<file path="src/rtl/sync_pkg.sv">
// sync_pkg: shared constants and helpers for the synchroniser/debouncer
package sync_pkg;

    localparam int CHANNELS_MIN = 1;
    localparam int CHANNELS_MAX = 32;
    localparam int STAGES_MIN   = 2;
    localparam int STAGES_MAX   = 4;
    localparam int DEBOUNCE_MAX = 65535;

    // Bits needed to hold values 0..v-1, never less than one bit.
    function automatic int clog2w(input int v);
        int w;
        w = 1;
        while ((1 << w) < v) w++;
        return w;
    endfunction

    function automatic bit params_ok(input int channels, input int stages, input int debounce);
        return channels >= CHANNELS_MIN && channels <= CHANNELS_MAX &&
               stages >= STAGES_MIN && stages <= STAGES_MAX &&
               debounce >= 0 && debounce <= DEBOUNCE_MAX;
    endfunction

endpackage

</file>
<file path="src/rtl/sync_debounce_ch.sv">
// sync_debounce_ch: one channel of flop synchroniser, optional debounce filter and edge pulses
module sync_debounce_ch
    import sync_pkg::*;
#(
    parameter int   STAGES       = 2,
    parameter int   DEBOUNCE_CNT = 4,
    parameter logic RESET_VAL    = 1'b0
) (
    input  logic clk,
    input  logic rst,
    input  logic en,
    input  logic d,
    output logic q,
    output logic rise,
    output logic fall
);

    logic [STAGES-1:0] sh;
    logic              q_next;

    // Synchroniser chain; shifts only on enabled edges.
    always_ff @(posedge clk) begin
        if (rst) sh <= {STAGES{RESET_VAL}};
        else if (en) sh <= {sh[STAGES-2:0], d};
    end

    generate
        if (DEBOUNCE_CNT == 0) begin : g_bypass
            assign q      = sh[STAGES-1];
            assign q_next = en ? sh[STAGES-2] : sh[STAGES-1];
        end else begin : g_filter
            localparam int            CW   = clog2w(DEBOUNCE_CNT + 1);
            localparam logic [CW-1:0] LAST = CW'(DEBOUNCE_CNT - 1);
            logic [CW-1:0] cnt, cnt_next;
            logic          q_r;
            // Count consecutive enabled mismatches; accept the new level when the count reaches the limit.
            always_comb begin
                cnt_next = cnt;
                q_next   = q_r;
                if (en) begin
                    if (sh[STAGES-1] == q_r) cnt_next = '0;
                    else if (cnt == LAST) begin
                        cnt_next = '0;
                        q_next   = sh[STAGES-1];
                    end else cnt_next = cnt + CW'(1);
                end
            end
            // Filter state register.
            always_ff @(posedge clk) begin
                if (rst) begin
                    cnt <= '0;
                    q_r <= RESET_VAL;
                end else begin
                    cnt <= cnt_next;
                    q_r <= q_next;
                end
            end
            assign q = q_r;
        end
    endgenerate

    // Edge pulses land together with the output change and drop on the following edge, enabled or not.
    always_ff @(posedge clk) begin
        if (rst) begin
            rise <= 1'b0;
            fall <= 1'b0;
        end else begin
            rise <= q_next & ~q;
            fall <= q & ~q_next;
        end
    end

endmodule

</file>
<file path="src/rtl/sync_debounce.sv">
// sync_debounce: multi-channel synchroniser and debouncer with rise/fall pulse outputs
module sync_debounce
    import sync_pkg::*;
#(
    parameter int                  CHANNELS     = 8,
    parameter int                  STAGES       = 2,
    parameter int                  DEBOUNCE_CNT = 4,
    parameter logic [CHANNELS-1:0] RESET_VAL    = '0
) (
    input  logic                sync_clk,
    input  logic                sync_rst,
    input  logic                sync_clk_en,
    input  logic [CHANNELS-1:0] data_in,
    output logic [CHANNELS-1:0] data_out,
    output logic [CHANNELS-1:0] rise_pulse,
    output logic [CHANNELS-1:0] fall_pulse
);

    generate
        if (!params_ok(CHANNELS, STAGES, DEBOUNCE_CNT)) begin : g_bad_params
            $error("sync_debounce: parameter out of range");
        end
        for (genvar i = 0; i < CHANNELS; i++) begin : g_ch
            sync_debounce_ch #(
                .STAGES       (STAGES),
                .DEBOUNCE_CNT (DEBOUNCE_CNT),
                .RESET_VAL    (RESET_VAL[i])
            ) u_ch (
                .clk  (sync_clk),
                .rst  (sync_rst),
                .en   (sync_clk_en),
                .d    (data_in[i]),
                .q    (data_out[i]),
                .rise (rise_pulse[i]),
                .fall (fall_pulse[i])
            );
        end
    endgenerate

endmodule

</file>
<file path="config.mk">
export PLATFORM = sky130hd
export DESIGN_NAME = sync_debounce
export DESIGN_NICKNAME = d
export VERILOG_FILES = /design/src/rtl/sync_pkg.sv /design/src/rtl/sync_debounce_ch.sv /design/src/rtl/sync_debounce.sv
export SDC_FILE = /design/constraint.sdc
export NUM_CORES = 1
export LEC_CHECK = 0
export CAP_MARGIN = 10
export CORE_MARGIN = 3
export CORE_UTILIZATION = 55
export CTS_CLUSTER_DIAMETER = 30
export DETAILED_ROUTE_END_ITERATION = 6
export GPL_TIMING_DRIVEN = 0
export PLACE_DENSITY = 0.79
export SLEW_MARGIN = 10
export SYNTH_ARGS = -nofsm -noshare
export SYNTH_HDL_FRONTEND = slang
export SYNTH_SLANG_ARGS = --single-unit
</file>
<file path="constraint.sdc">
create_clock -name sync_clk -period 1.2 [get_ports sync_clk]
set_input_delay 0.18 -clock sync_clk [delete_from_list [all_inputs] [get_ports sync_clk]]
set_output_delay 0.18 -clock sync_clk [all_outputs]
set_load 0.05 [all_outputs]
</file>
==> impl_summary.log <==
INFO  metric tritoncts_clock_tree = built
INFO  metric cts_buffers = 9
INFO  metric core_region_area = 4880 um2
INFO  metric drt-wirelength-per-cell = 14.7 um
INFO  metric dr.pass1.iters = 4
INFO  metric drt-total-wl = 5.76 mm
INFO  metric synth_top_cell_area_share = 0.448
INFO  metric timing.setup.tns = 0 ps
INFO  metric max_clk_rate = 0.861 GHz
INFO  metric period_minus_slack = 1160 ps
INFO  metric run_status = finished clean
INFO  metric timing.critical_path.max_delay_family = buffers and inverters
INFO  metric powerDensity = 1230 nW/um2
INFO  metric cts-htree-levels = 3
INFO  metric worst_setup_hold_path_clk_slew = 60 ps
INFO  metric globalRouteOverflowTotal = 0
INFO  metric insertedDiodeCount = 0
INFO  metric critPathBufInv = 2
INFO  metric postSynthAreaPerCell = 10.3 um2
INFO  metric ys_ff_latch = 64
INFO  metric finalHoldViolations = 0
INFO  metric vdd_ir_drop_max = 0.000811 V
INFO  metric final_antenna_net_count = 0
INFO  metric tritoncts_num_sinks = 64
INFO  metric ioPinCount = 35
INFO  metric place.detailed.hpwl = 3.80 mm
INFO  metric power.share.switching = 0.221
INFO  metric cts_max_path_buffers = 2
INFO  metric netSwitchingPower = 0.000940 W
INFO  metric slew_headroom = 0.597
INFO  metric final_setup_skew = 4.56 ps
INFO  metric timing.critical_path.from_type = flop
INFO  metric port-buffer-count = 32
INFO  metric power.internal = 0.00332 W
INFO  metric route.detailed.vias_per_inst = 5.17
INFO  metric die_area = 6100 um2
INFO  metric synth-edff-count = 0
INFO  metric netlist_area = 2860 um2
INFO  metric crit_type = flop to primary output
INFO  metric rsz0062_at_grt = false
INFO  metric worst_hold_path_type = primary input to flop
INFO  metric finalMaxSlewViolations = 0
INFO  metric p_total = 0.00426 W
INFO  metric synth_seq_area_share = 0.448
INFO  metric grt_pass1_vias = 1988
INFO  metric n_fill_cell = 406
INFO  metric seqPwrFrac = 0.510
INFO  metric cts_root_buffer = sky130_fd_sc_hd__clkbuf_8
INFO  metric largest_net_degree_at_the_start_of_global_routing = 11
INFO  metric timing.final.ws_setup = 38.6 ps
INFO  metric syn2layout_area_growth = 20.9%
INFO  metric ys.flop_type = sky130_fd_sc_hd__dfxtp_1
INFO  metric clockPowerShare = 0.434
INFO  metric place_worst_setup_slack = -358 ps
INFO  metric drc = 0
INFO  metric tightest_slew = 604 ps
INFO  metric fp.dieH = 78.1 um
INFO  metric leading_cell_type_by_number_of_instances_after_synthesis = sky130_fd_sc_hd__dfxtp_1
INFO  metric synth.top_cells.by_count = sky130_fd_sc_hd__dfxtp_1, sky130_fd_sc_hd__nand2b_1, sky130_fd_sc_hd__buf_4, sky130_fd_sc_hd__mux2i_1, sky130_fd_sc_hd__nor2_1
INFO  metric yosys-top-cells-area = sky130_fd_sc_hd__dfxtp_1, sky130_fd_sc_hd__mux2i_1, sky130_fd_sc_hd__buf_4, sky130_fd_sc_hd__nand2b_1, sky130_fd_sc_hd__ha_1
INFO  metric placement_rows = 25
INFO  metric fin_nets = 339
INFO  metric total_leakage_power = 1.45 nW
INFO  metric crit_path_max_fanout = 1
INFO  metric critPathArrivalTime = 980 ps
INFO  metric crit_slowest_cell = sky130_fd_sc_hd__dfxtp_1
INFO  metric netlist.top_cell.by_area = sky130_fd_sc_hd__dfxtp_1
INFO  metric synth.distinct_cells = 28
INFO  metric count_of_vias_placed_by_the_detailed_router = 2026
INFO  metric clkLatencyLatePin = 340 ps
INFO  metric post-cts-setup-buffers = 0
INFO  metric critical_path.endpoint_type = primary output
INFO  metric postSynthCellCount = 277
INFO  metric grt_use_total = 0.206
INFO  metric grt_pass1_wl = 9.62 mm
INFO  metric maxCapViolCount = 0
INFO  metric layout-drive-gt1-share = 0.305
INFO  metric path_cells = buf_4, buf_2
INFO  metric die_width = 78.1 um
INFO  metric cp.required = 1020 ps
INFO  metric initial_core_utilization = 0.586
INFO  metric postPlaceCellArea = 3260 um2
INFO  metric holdWs = 126 ps
INFO  metric pwr-share-comb = 0.056
INFO  metric ys.warnings.count = 0
INFO  metric async_reset_ff_frac = 0
INFO  metric ctsHoldBuffers = 0
INFO  metric finalCritPeriodShare = 0.968
INFO  metric fin_area = 3460 um2
INFO  metric finalWeightedCongestion = 0.733
INFO  metric synthesized_net_count = 296
INFO  metric worst_stage_delay_on_the_critical_path = 310 ps
INFO  metric final-setup-viol-count = 0
INFO  metric drt_iter0_markers = 71
INFO  metric antenna_found_initial = 0
==> cell usage in the layout (no fill, tap or decap), types with 7 or more instances in the layout <==
| cell type | count |
|---|---|
| sky130_fd_sc_hd__mux2i_1 | 24 |
| sky130_fd_sc_hd__inv_1 | 11 |
| sky130_fd_sc_hd__nor2_1 | 24 |
| sky130_fd_sc_hd__a21oi_1 | 15 |
| sky130_fd_sc_hd__dfxtp_1 | 56 |
| sky130_fd_sc_hd__clkdlybuf4s50_1 | 8 |
| sky130_fd_sc_hd__ha_1 | 7 |
| sky130_fd_sc_hd__clkbuf_4 | 7 |
| sky130_fd_sc_hd__clkbuf_8 | 11 |
| sky130_fd_sc_hd__nand2b_1 | 28 |
| sky130_fd_sc_hd__buf_4 | 29 |
| sky130_fd_sc_hd__buf_6 | 10 |
| sky130_fd_sc_hd__nor4_2 | 8 |
| sky130_fd_sc_hd__buf_2 | 12 |
| sky130_fd_sc_hd__nand3b_1 | 11 |
==> per-layer routing <==
layer | share of wire | up-vias | wire [um] | GRT usage
li1 | - | 1007 | - | -
met1 | 0.46 | 976 | 2640 | 0.257
met2 | 0.49 | 34 | 2800 | 0.336
met3 | 0.032 | 9 | 185 | 0.0367
met4 | 0.024 | 0 | 141 | 0.115
met5 | 0 | - | 0 | 0
==> power groups by stage <==
stage,combinational [W],sequential (W),clock [W]
after floorplan,0.000160,0.00222,0
after global placement,0.000234,0.00223,0
after detailed placement,0.000237,0.00223,0
after CTS,0.000238,0.00217,0.00189
after global routing,0.000257,0.00217,0.00198
final,0.000238,0.00217,0.00185
==> final cells by class <==
type / instances / area, um2 / area share
plain buffers: 39 / 280 / 0.0811
clock buffers: 13 / 159 / 0.0460
clock inverters: 3 / 40.0 / 0.0116
inverters: 11 / 41.3 / 0.0119
multi-input cells: 163 / 1280 / 0.371
flip-flops and latches: 64 / 1300 / 0.376
well taps: 67 / 83.8 / 0.0242
repair buffers: 32 / 273 / 0.0789
==> flip-flops by register name, summed over array words and instances (netlist names) <==
signal / cells
g_ch.u_ch.g_filter.cnt: 24
g_ch.u_ch.sh: 16
g_ch.u_ch.fall: 8
g_ch.u_ch.q: 8
g_ch.u_ch.rise: 8
==> cell families after synthesis <==
| kind of cell | Yosys count | share of synthesized area |
|---|---|---|
| simple gates | 99 | 0.246 |
| flops | 64 | 0.448 |
| buf+inv | 50 | 0.112 |
| compound gates | 24 | 0.0503 |
| mux | 24 | 0.0840 |
| xor+xnor | 8 | 0.0245 |
| fa+ha+maj | 8 | 0.0350 |
==> metrics by stage <==
stage	utilization	cells
2_1_floorplan	-	277
3_3_place_gp	0.669	376
3_5_place_dp	0.669	376
4_1_cts	0.699	392
5_1_grt	0.708	392
6_report	0.708	392
==> timing repair <==
item                                    CTS  global route
pin swaps                                 0             1
endpoints found under the setup margin   25            13
gates resized for setup                 147            13
==> worst reg2reg max path, delay by kind of cell, from the launching register on <==
kind	cells	cell delay [ps]
and+or+nand+nor	2	240
AOI/OAI and AO/OA	1	230
adders and majority gates	1	250
DFF	1	320
==> final timing paths <==
path | slack (ps) | from | endpoint | depth (start not counted)
max | 40 | g_ch[0].u_ch.fall | fall_pulse[0] | 2
min | 130 | sync_rst | g_ch[5].u_ch.g_filter.cnt[2] | 3
min reg2reg | 460 | g_ch[5].u_ch.g_filter.cnt[2] | g_ch[5].u_ch.g_filter.cnt[2] | 2
max reg2reg | 70 | g_ch[0].u_ch.g_filter.cnt[0] | g_ch[0].u_ch.g_filter.cnt[0] | 4
Note: power is estimated with default switching activity, not from simulation.
